--- src/rtl/sram_fifo_ctrl.sv ---
// sram_fifo_ctrl: streaming FIFO controller in front of a 1R1W SRAM macro.
// Words are written into the SRAM as they are accepted and read back in order
// into a single registered output stage. The SRAM read port is asynchronous, so
// the read pointer feeds the macro directly and the returned word is captured
// into the output register on the same edge the pointer advances.
// Capacity is DEPTH words in the SRAM plus one word in the output register.
module sram_fifo_ctrl #(
  parameter int ADDR_W = 14,
  parameter int DATA_W = 16,
  parameter int DEPTH  = 2 ** ADDR_W
) (
  input  logic              clock,
  input  logic              reset_n,
  input  logic              in_valid,
  output logic              in_ready,
  input  logic [DATA_W-1:0] in_data,
  output logic              out_valid,
  input  logic              out_ready,
  output logic [DATA_W-1:0] out_data,
  output logic [ADDR_W:0]   count,
  output logic              full,
  output logic              empty,
  output logic              sram_we,
  output logic [ADDR_W-1:0] sram_waddr,
  output logic [DATA_W-1:0] sram_wdata,
  output logic [ADDR_W-1:0] sram_raddr,
  input  logic [DATA_W-1:0] sram_rdata
);

  localparam logic [ADDR_W:0] MemFull = (ADDR_W + 1)'(DEPTH);

  logic [ADDR_W-1:0] wrPtr;
  logic [ADDR_W-1:0] rdPtr;
  logic [ADDR_W:0]   memCnt;
  logic              push;
  logic              load;
  logic              pop;

  // Handshake decisions depend only on registered state, so in_ready never
  // combinationally follows in_valid. Holding in_ready low during reset keeps
  // the SRAM write enable quiet while reset_n is asserted.
  assign in_ready = reset_n && (memCnt != MemFull);
  assign push     = in_valid && in_ready;
  assign load     = (memCnt != '0) && (!out_valid || out_ready);
  assign pop      = out_valid && out_ready;

  // The SRAM captures the incoming word on the same edge that accepts it.
  // A word written on an edge is only counted in memCnt afterwards, so it can
  // never be read on that edge and no write-to-read bypass is required.
  assign sram_we    = push;
  assign sram_waddr = wrPtr;
  assign sram_wdata = in_data;
  assign sram_raddr = rdPtr;

  assign count = memCnt + {{ADDR_W{1'b0}}, out_valid};
  assign full  = (memCnt == MemFull);
  assign empty = !out_valid;

  // Write and read pointers advance on push and load and wrap naturally
  // because DEPTH is a power of two.
  always_ff @(posedge clock or negedge reset_n) begin
    if (!reset_n) begin
      wrPtr <= '0;
      rdPtr <= '0;
    end else begin
      if (push) begin
        wrPtr <= wrPtr + ADDR_W'(1);
      end
      if (load) begin
        rdPtr <= rdPtr + ADDR_W'(1);
      end
    end
  end

  // Occupancy of the SRAM alone; a simultaneous push and load cancel out.
  always_ff @(posedge clock or negedge reset_n) begin
    if (!reset_n) begin
      memCnt <= '0;
    end else begin
      case ({push, load})
        2'b10:   memCnt <= memCnt + (ADDR_W + 1)'(1);
        2'b01:   memCnt <= memCnt - (ADDR_W + 1)'(1);
        default: memCnt <= memCnt;
      endcase
    end
  end

  // Output stage refills from the SRAM whenever it is empty or being drained,
  // and holds its word steady while the consumer stalls.
  always_ff @(posedge clock or negedge reset_n) begin
    if (!reset_n) begin
      out_valid <= 1'b0;
      out_data  <= '0;
    end else begin
      if (load) begin
        out_data  <= sram_rdata;
        out_valid <= 1'b1;
      end else if (pop) begin
        out_valid <= 1'b0;
      end
    end
  end

endmodule

--- config.mk ---
export PLATFORM = sky130hd
export DESIGN_NAME = sram_fifo_ctrl
export DESIGN_NICKNAME = d
export VERILOG_FILES = /design/src/rtl/sram_fifo_ctrl.sv
export SDC_FILE = /design/constraint.sdc
export NUM_CORES = 1
export LEC_CHECK = 0
export CAP_MARGIN = 40
export CORE_UTILIZATION = 50
export DETAILED_ROUTE_END_ITERATION = 8
export PLACE_DENSITY = 0.88
export SETUP_SLACK_MARGIN = 0.5
export SLEW_MARGIN = 20
export SYNTH_ARGS = -nofsm -noshare
export SYNTH_HDL_FRONTEND = slang
export SYNTH_SLANG_ARGS = --single-unit
export TNS_END_PERCENT = 30
--- constraint.sdc ---
create_clock -name clock -period 7.7 [get_ports clock]
set_input_delay 2.31 -clock clock [delete_from_list [all_inputs] [get_ports clock]]
set_output_delay 2.31 -clock clock [all_outputs]
set_load 0.02 [all_outputs]
======== After elaboration in Yosys (flattened, before gate mapping) ========
Cells that the tools add are included.
word-level totals
  input port bits ......................... 36
  output and inout bits ................... 80
  bits in registers ....................... 60
cells by class
  equality and inequality tests ........... 4
  add/sub/neg operators ................... 5
  reduce and logical (&&, ||, !) cells .... 9
  multiplexer cells ....................... 3
operator list
  operator                                             count
  one-hot mux 15 bit (2 select lines)                  1
  adder 14 x 1 -> 14 bit (second input constant)       2
  adder 15 x 1 -> 15 bit                               1
  adder 15 x 1 -> 15 bit (second input constant)       1
  == test 15 bit (second input constant)               1
  inequality test 15 bit (second input constant)       1
  nonzero test 15 bit                                  1
  subtractor 15 x 1 -> 15 bit (second input constant)  1
  logical AND 1 bit                                    4
  nonzero test 2 bit                                   2
  == test 2 x 1 -> 1 bit (second input constant)       1
  == test 2 bit (second input constant)                1
  two-way mux 1 bit                                    2
  zero test 1 bit                                      1
  logical OR 1 bit                                     1

======== Longest topological paths before layout ========
Gate-level depths: netlist (run 1).
  word-level depth ........................ 5
  mapped depth ............................ 14
  mapped depth without buffers ............ 12

======== Worst setup path after synthesis (run 1) ========
No wires, ideal clock.
  path type ............................... input to output
  start ................................... input port in_valid
  end ..................................... output port sram_we
  arrival ................................. 2.688 ns
  stages .................................. 2
  buffers on the path ..................... 0
  setup slack ............................. 2.702 ns
  data required time ...................... 5.390 ns
  cell sequence ........................... nand2_1 > a21oi_4
on the way
  longest elaborated chain between the ends .. 1
ends and longest elaborated chain
  element            line  RTL
  start, declared    14    input logic in_valid,
  logical AND 1 bit  43    assign push = in_valid && in_ready;
  end, declared      23    output logic sram_we,
Every way passes these cells.

======== Final worst setup path (run 1) ========
Ends and elaborated chain as after synthesis.

==> results of run 1 <==
through the flow:
| step | power (W) | utilization, % |
|---|---|---|
| finish | 0.00163 | 67.0 |
| detailed placement | 0.00132 | 63.6 |
| global route | 0.00172 | 67.0 |
| CTS | 0.00163 | 66.8 |
| global placement | 0.00128 | 63.6 |
| floorplan | 0.00102 | - |
cell type report:
class / count / area (sq um)
clock buffer: 9 / 124
clock inverter: 7 / 91.3
fill: 531 / 2260
inverter: 14 / 55.1
multi-input combinational: 283 / 1840
sequential: 60 / 1500
tap: 96 / 120
timing repair buffer: 85 / 848
cell usage after synthesis (2+ instances only):
| cell type | n |
|---|---|
| a211oi_1 | 2 |
| a21o_1 | 8 |
| a21oi_1 | 8 |
| a22o_1 | 2 |
| a31oi_1 | 5 |
| and2_1 | 2 |
| and3_1 | 8 |
| buf_2 | 3 |
| buf_4 | 16 |
| buf_6 | 3 |
| clkbuf_1 | 3 |
| dfrtp_1 | 60 |
| ha_1 | 18 |
| inv_1 | 13 |
| mux2_2 | 2 |
| nand2_1 | 82 |
| nand3_1 | 24 |
| nand4_1 | 5 |
| nor2_1 | 20 |
| nor3_1 | 3 |
| nor4_1 | 3 |
| o21a_1 | 2 |
| o21ai_0 | 13 |
| o21ai_1 | 2 |
| or3_1 | 4 |
| xnor2_1 | 29 |
| xor2_1 | 19 |
registers in the layout, indices dropped and copies added (netlist names):
name / count
out_data: 16
memCnt: 15
sram_raddr: 14
out_valid: 1
sram_waddr: 14
power groups by stage:
stage	Sequential, W	Clock, W	Combinational [W]
2_1_floorplan	0.000542	0	0.000480
3_3_place_gp	0.000530	0	0.000748
3_5_place_dp	0.000540	0	0.000777
4_1_cts	0.000536	0.000309	0.000783
5_1_grt	0.000556	0.000324	0.000845
6_report	0.000539	0.000304	0.000783
worst min-delay path, stage by stage, from the launching register on:
cell,delay (ns)
dfrtp_1,0.34
nand2_1,0.05
nand2_1,0.06
final timing paths:
kind / from / end / slack, ns / depth (start not counted)
hold / removal: out_data[13]$_DFFE_PN0P_ / out_data[13]$_DFFE_PN0P_ / 0.47 / 2
min in group asynchronous: reset_n / sram_waddr[2]$_DFFE_PN0P_ / 1.81 / 1
setup reg to reg: memCnt[1]$_DFFE_PN0P_ / memCnt[12]$_DFFE_PN0P_ / 3.69 / 13
max in group asynchronous: reset_n / memCnt[12]$_DFFE_PN0P_ / 4.98 / 2
hold reg to reg: out_data[13]$_DFFE_PN0P_ / out_data[13]$_DFFE_PN0P_ / 0.47 / 2
setup / recovery: in_valid / sram_we / 1.61 / 4
logic make-up (layout without fill, tap and decap cells):
family	count (synthesis)	count (layout)	synth area share [%]
mux	2	2	0.630
fa+ha+maj	19	19	6.87
simple gates	159	159	20.6
flops	60	60	42.0
buf+inv	39	115	6.59
compound gates	55	55	11.5
xor+xnor	48	48	11.8
per-layer routing:
| metal | wire, um | track usage (%) |
|---|---|---|
| met4 | 87 | 8.33 |
| met1 | 3680 | 30.7 |
| met5 | 0 | 0 |
| met3 | 494 | 4.10 |
| met2 | 4260 | 40.4 |
==> results_dict.tcl, run 1 <==
set metrics [dict create \
    status "finished, final reports clean" \
    pwr-share-seq_pct 33.2 \
    coreArea_sq_um 6830 \
    post-route-min-period_ns 6.09 \
    stdcell_count 554 \
    critPathMaxFanout 6 \
    max-vdd-ir-drop_mv 0.206 \
    synth_edf_count 0 \
    wl_per_cell_um 15.4 \
    ys_types 50 \
    grt_use_total_pct 23.8 \
    slew_headroom_pct 53.1 \
    dr.pass1.iters 4 \
    path_cells "clkdlybuf4s50_1, nand2_1, a21oi_4, clkdlybuf4s50_1" \
    portBuffers 83 \
    drt-initial-drc-count 156 \
    setup_viol 0 \
    cts_resized 0 \
    antenna_cells 0 \
    finalWorstSetupSlack_ns 1.61 \
    drive_gt1_share_pct 7.42 \
    synthFlopType "dfrtp_1" \
    worstPathArrival_ns 3.78 \
    synth_top_cell_by_area "dfrtp_1" \
    start_util_pct 52.3 \
    final_max_slew_viol_count 0 \
    startpoint_type "input port" \
    crit_required_ns 5.39 \
    p_int_w 0.000949 \
    async_reset_ff_share_pct 100 \
    antenna_found_initial 0 \
    drt-vias-per-instance 5.35 \
    cts_max_level 3 \
    vias 2966 \
    combPwrFrac_pct 48.1 \
    dp_hpwl_um 6400 \
    period_share_pct 79.1 \
    synthTopCellsByArea "dfrtp_1 (42%), nand2_1 (8.6%), xnor2_1 (7.1%), ha_1 (6.3%), xor2_1 (4.7%)" \
    worstMarginPinSlew_ns 0.703 \
    cts_hold_buf 0 \
    rsz0062_at_grt "no" \
    synth_top_area_share_pct 42.0 \
    yosysSeqAreaShare_pct 42.0 \
    p_sw_w 0.000677 \
    max_freq_mhz 164 \
    ys_ff_latch 60 \
    path_class "input port to output port" \
    die_w_um 86.5 \
    remaining_drc_errors 0 \
    syn_nets 437 \
    leakagePower_nw 2.10 \
    hold_viol_final 0 \
    place_ws_ns 1.60 \
    clock_path_buffers 2 \
    synthCells 382 \
    hp-class "register to register" \
    die_h_um 86.5 \
    post-route-cell-area_sq_um 4580 \
    cp.buffers_inverters 2 \
    grt_pass1_wl_um 13700 \
    cp_common_cell "clkdlybuf4s50_1" \
    drt-total-wl_um 8520 \
    yosysWarnings 0 \
    worstSetupEndpointType "output port" \
    dpl-instance-area_sq_um 4350 \
    cts_tree "yes" \
    die_area_sq_um 7490 \
    slowest_stage "clkdlybuf4s50_1" \
    avgSynthCellArea_sq_um 9.35 \
    setup_tns_ns 0 \
    root_buffer "clkbuf_8" \
    place_inst 537 \
    cts_buffers 9 \
    worstSkewPairLatency_ns 0.33 \
    slowest_delay_ns 0.66 \
    antenna_left 0 \
    holdWs_ns 0.473 \
    grt_max_degree 55 \
    layout_common_cells "nand2_1 (82), clkdlybuf4s50_1 (82), dfrtp_1 (60), xnor2_1 (29), nand3_1 (24)" \
    synthesis.area_sq_um 3570 \
    max_cap_viol_count 0 \
    crit_family "buffers and inverters" \
    cts_sinks 60 \
    row_count 30 \
    ios 116 \
    fin_worst_skew_ns 0.00809 \
    fin_nets 508 \
    routabilityCongestion 0.915 \
    grt_pass1_vias 2792 \
    powerDensity_nw_per_um2 355 \
    clkPwrFrac_pct 18.7 \
    power_switching_share_pct 41.7 \
    syn_to_final_growth_pct 28.1 \
    cts.clk_slew.worst_paths_ns 0.07 \
    post_cts_buffers 0 \
    grt-ovfl-total 0 \
]
Note: power is estimated with default switching activity, not from simulation.
==> run 2: changes to the inputs <==
CORE_UTILIZATION = 42   (was 50)
PLACE_DENSITY = 0.79   (was 0.88)
clock period = 5.45 ns   (was 7.7 ns; I/O delays follow)
==> results_dict.tcl, run 2 (synthesis results as in run 1) <==
set metrics [dict create \
    leakagePower_nw 2.12 \
    grt_use_total_pct 20.0 \
    path_class "input port to output port" \
    slew_headroom_pct 47.7 \
    critPathMaxFanout 6 \
    holdPathStages 1 \
    layout_common_cells "nand2_1 (82), clkdlybuf4s50_1 (82), dfrtp_1 (60), xnor2_1 (29), nand3_1 (24)" \
    routabilityCongestion 0.927 \
    cp_common_cell "clkdlybuf4s50_1" \
    ios 116 \
    fin_nets 509 \
    max_freq_mhz 212 \
    remaining_drc_errors 0 \
    antenna_found_initial 0 \
    dp_hpwl_um 6050 \
    max_cap_viol_count 0 \
    cts_max_level 3 \
    r2r_cells 12 \
    cts_buffers 9 \
    setup_tns_ns 0 \
    drt-vias-per-instance 5.32 \
    worstPathArrival_ns 3.09 \
    root_buffer "clkbuf_8" \
    syn_to_final_growth_pct 29.4 \
    stdcell_count 564 \
    final_max_slew_viol_count 0 \
    cts_resized 0 \
    grt_pass1_vias 2979 \
    slowest_stage "clkdlybuf4s50_1" \
    top_regs "out_data: 16 flops, memCnt: 15 flops" \
    antenna_cells 0 \
    powerDensity_nw_per_um2 508 \
    wl_per_cell_um 14.6 \
    row_count 33 \
    die_h_um 94.2 \
    hp-class "register to register" \
    die_w_um 94.2 \
    setup_viol 0 \
    grt_pass1_wl_um 13600 \
    antenna_left 0 \
    clock_path_buffers 2 \
    worstSkewPairLatency_ns 0.35 \
    rsz0062_at_grt "no" \
    cts.clk_slew.worst_paths_ns 0.06 \
    max-vdd-ir-drop_mv 0.390 \
    grt_max_degree 61 \
    startpoint_type "input port" \
    fin_util_pct 56.3 \
    drt-initial-drc-count 151 \
    post-route-min-period_ns 4.73 \
    drive_gt1_share_pct 7.41 \
    largest_register "out_data" \
    cts_hold_buf 0 \
    portBuffers 83 \
    path_cells "clkdlybuf4s50_1, nand2_1, a21oi_4, clkdlybuf4s50_1" \
    post_cts_buffers 0 \
    worstMarginPinSlew_ns 0.785 \
    crit_required_ns 3.82 \
    die_area_sq_um 8880 \
    period_share_pct 86.7 \
    status "finished, final reports clean" \
    fin_worst_skew_ns 0.00863 \
    coreArea_sq_um 8220 \
    worstSetupEndpointType "output port" \
    hold_viol_final 0 \
    start_util_pct 43.5 \
    grt-ovfl-total 0 \
    vias 3002 \
    cts_sinks 60 \
    dr.pass1.iters 5 \
    largest_reg_flops 16 \
    drt-total-wl_um 8240 \
    place_inst 548 \
    cts_tree "yes" \
    slowest_delay_ns 0.64 \
]
-- run 2: worst paths after layout --
kind / from / slack (ns) / endpoint
hold / removal: sram_raddr[13]$_DFFE_PN0P_ / 0.47 / sram_raddr[13]$_DFFE_PN0P_
hold reg to reg: sram_raddr[13]$_DFFE_PN0P_ / 0.47 / sram_raddr[13]$_DFFE_PN0P_
min in group asynchronous: reset_n / 1.48 / sram_waddr[13]$_DFFE_PN0P_
setup reg to reg: memCnt[1]$_DFFE_PN0P_ / 1.69 / memCnt[12]$_DFFE_PN0P_
max in group asynchronous: reset_n / 3.47 / memCnt[9]$_DFFE_PN0P_
setup / recovery: in_valid / 0.72 / sram_we
-- run 2: metal layers --
metal  vias up  routed length, um  global-route usage [%]
li1       1431                  -                       -
met1      1441               3410                    22.9
met2       113               4090                    34.4
met3        17                607                    4.77
met4         0                140                    10.1
met5         -                  0                       0
-- run 2: worst max-delay path: cells and delay by family --
family / cells / cell delay (ns)
buffers and inverters: 2 / 1.10
and+or+nand+nor: 1 / 0.13
AOI/OAI and AO/OA: 1 / 0.22
-- run 2: stage by stage --
stage / hold WS [ns] / worst slack (ns) / total power, W / area (sq um)
floorplan: 0.516 / 1.22 / 0.00144 / 3570
CTS: 0.477 / 0.728 / 0.00236 / 4620
detailed placement: 0.462 / 0.675 / 0.00185 / 4370
global placement: 0.457 / 0.744 / 0.00181 / 4370
global route: 0.497 / 0.676 / 0.00250 / 4620
finish: 0.470 / 0.723 / 0.00235 / 4620
-- run 2: area by class of cell --
type | instances | area, sq um
multi-input combinational | 283 | 1840
tap | 105 | 131
timing repair buffer | 86 | 848
fill | 709 | 3590
clock buffer | 12 | 155
sequential | 60 | 1500
clock inverter | 4 | 95.1
inverter | 14 | 55.1
-- run 2: report_power, final --
part           leakage (nW)  internal (W)  switching (W)  total [W]
Sequential            0.740      0.000562       0.000189   0.000751
Clock                 0.127      0.000328       0.000172   0.000500
Combinational          1.25      0.000522       0.000573    0.00110
Total                  2.12       0.00141       0.000934    0.00235
==> patch (flow settings as in run 2) <==
Change the parameter `DATA_W` from 16 to 32.
--- a/src/rtl/sram_fifo_ctrl.sv
+++ b/src/rtl/sram_fifo_ctrl.sv
@@ -8,3 +8,3 @@
   parameter int ADDR_W = 14,
-  parameter int DATA_W = 16,
+  parameter int DATA_W = 32,
   parameter int DEPTH  = 2 ** ADDR_W
Ports: changed (resized in_data, out_data, sram_rdata and sram_wdata); port bits go from 116 to 180. No check against the original RTL was run, so the function may have changed too.
==> patch against run 2 <==
- synthesized cell count up 23%
- first-iteration DRC count fell by 26%
- sequential cell count rose by 16
- routed wire length up 21%
- worst setup slack lost 96 ps
- count of clock-buffer cells in the layout decreased by 2
- design area is 21% higher
- power increased by 8.5%
- register-to-register slack better by 130 ps
- via count increased by 18%
- synthesized area is 19% higher
- largest cell class unchanged
- highest routed layer unchanged
==> patch: results <==
export IMPL_status="complete, no violations"
export IMPL_comb_multi_input_count=334
export IMPL_synth_distinct_cells=48
export IMPL_gr_usage_all_layers_pct=19.8
export IMPL_hp_start="out_data[13]$_DFFE_PN0P_"
export IMPL_fin_cells=696
export IMPL_leakage_uw=0.00253
export IMPL_inverters=16
export IMPL_fin_skew_ps=12.6
export IMPL_n_fill_cell=881
export IMPL_core_um2=9820
export IMPL_layout_drive_gt1_share_pct=5.51
export IMPL_design_seq_count=76
export IMPL_worstPathMaxFanout=4
export IMPL_p_switching_uw=1030
export IMPL_grt_pass1_vias=3429
export IMPL_use_met2_pct=33.4
export IMPL_synthesis_nets=557
export IMPL_holdWs_ps=480
export IMPL_synth_commonest_cells="128 x nand2_1, 76 x dfrtp_1, 32 x buf_4"
export IMPL_p_seq_uw=875
export IMPL_bufAreaShareNonClock_pct=21.7
export IMPL_regToRegEndpoint="memCnt[11]$_DFFE_PN0P_"
export IMPL_met3_usage_pct=3.53
export IMPL_ir_drop_mv=0.209
export IMPL_clockNetworkAreaShare_pct=4.19
export IMPL_cts_clk_slew_worst_paths_ps=80
export IMPL_synth_area_leaders="dfrtp_1 45%, nand2_1 11%, buf_4 5.6%"
export IMPL_multi_input_area_share_pct=35.9
export IMPL_dp_cells=680
export IMPL_r2r_slack_ps=1820
export IMPL_critical_path_arrival_ps=3190
export IMPL_grt_max_degree=53
export IMPL_placed_cell_area_um2=5350
export IMPL_firstDrtPassIters=4
export IMPL_drt_iter0_markers=112
export IMPL_met3_length_um=415
export IMPL_grt_pass1_wl_mm=16.2
export IMPL_nets=645
export IMPL_critical_path_reg2reg_startpoint="memCnt[0]$_DFFE_PN0P_"
export IMPL_wl_per_cell_um=14.4
export IMPL_nNonClkBuffers=121
patch: cell count changes after synthesis, sizes merged, moves of 3 or more:
cell / before / now
nor3: 3 / 8
buf: 22 / 40
a31oi: 5 / 1
o211ai: 0 / 3
nand2: 82 / 128
a211oi: 4 / 9
dfrtp: 60 / 76
nor2: 20 / 15
or3: 4 / 1
patch: cell families (layout without fill, tap and decap cells):
logic type	after synthesis	count (layout)	synth area share, %
AND/OR/NAND/NOR	202	202	20.6
flip-flops	76	76	44.6
AO/OA/AOI/OAI	62	62	9.83
buffers and inverters	60	153	8.42
XOR/XNOR	48	48	10.0
adder cells (fa/ha/maj)	19	19	5.75
multiplexers	3	3	0.763
patch: through the flow:
step           setup WS, ps  power [µW]
6_report                627        2550
5_1_grt                 540        2730
4_1_cts                 613        2560
3_5_place_dp            618        2050
3_3_place_gp            641        2020
2_1_floorplan          1210        1610
patch: worst max-delay path, cell delays in order:
cell	delay, ps
clkdlybuf4s50_1	450
nand2_1	100
a21oi_1	320
clkdlybuf4s50_1	680
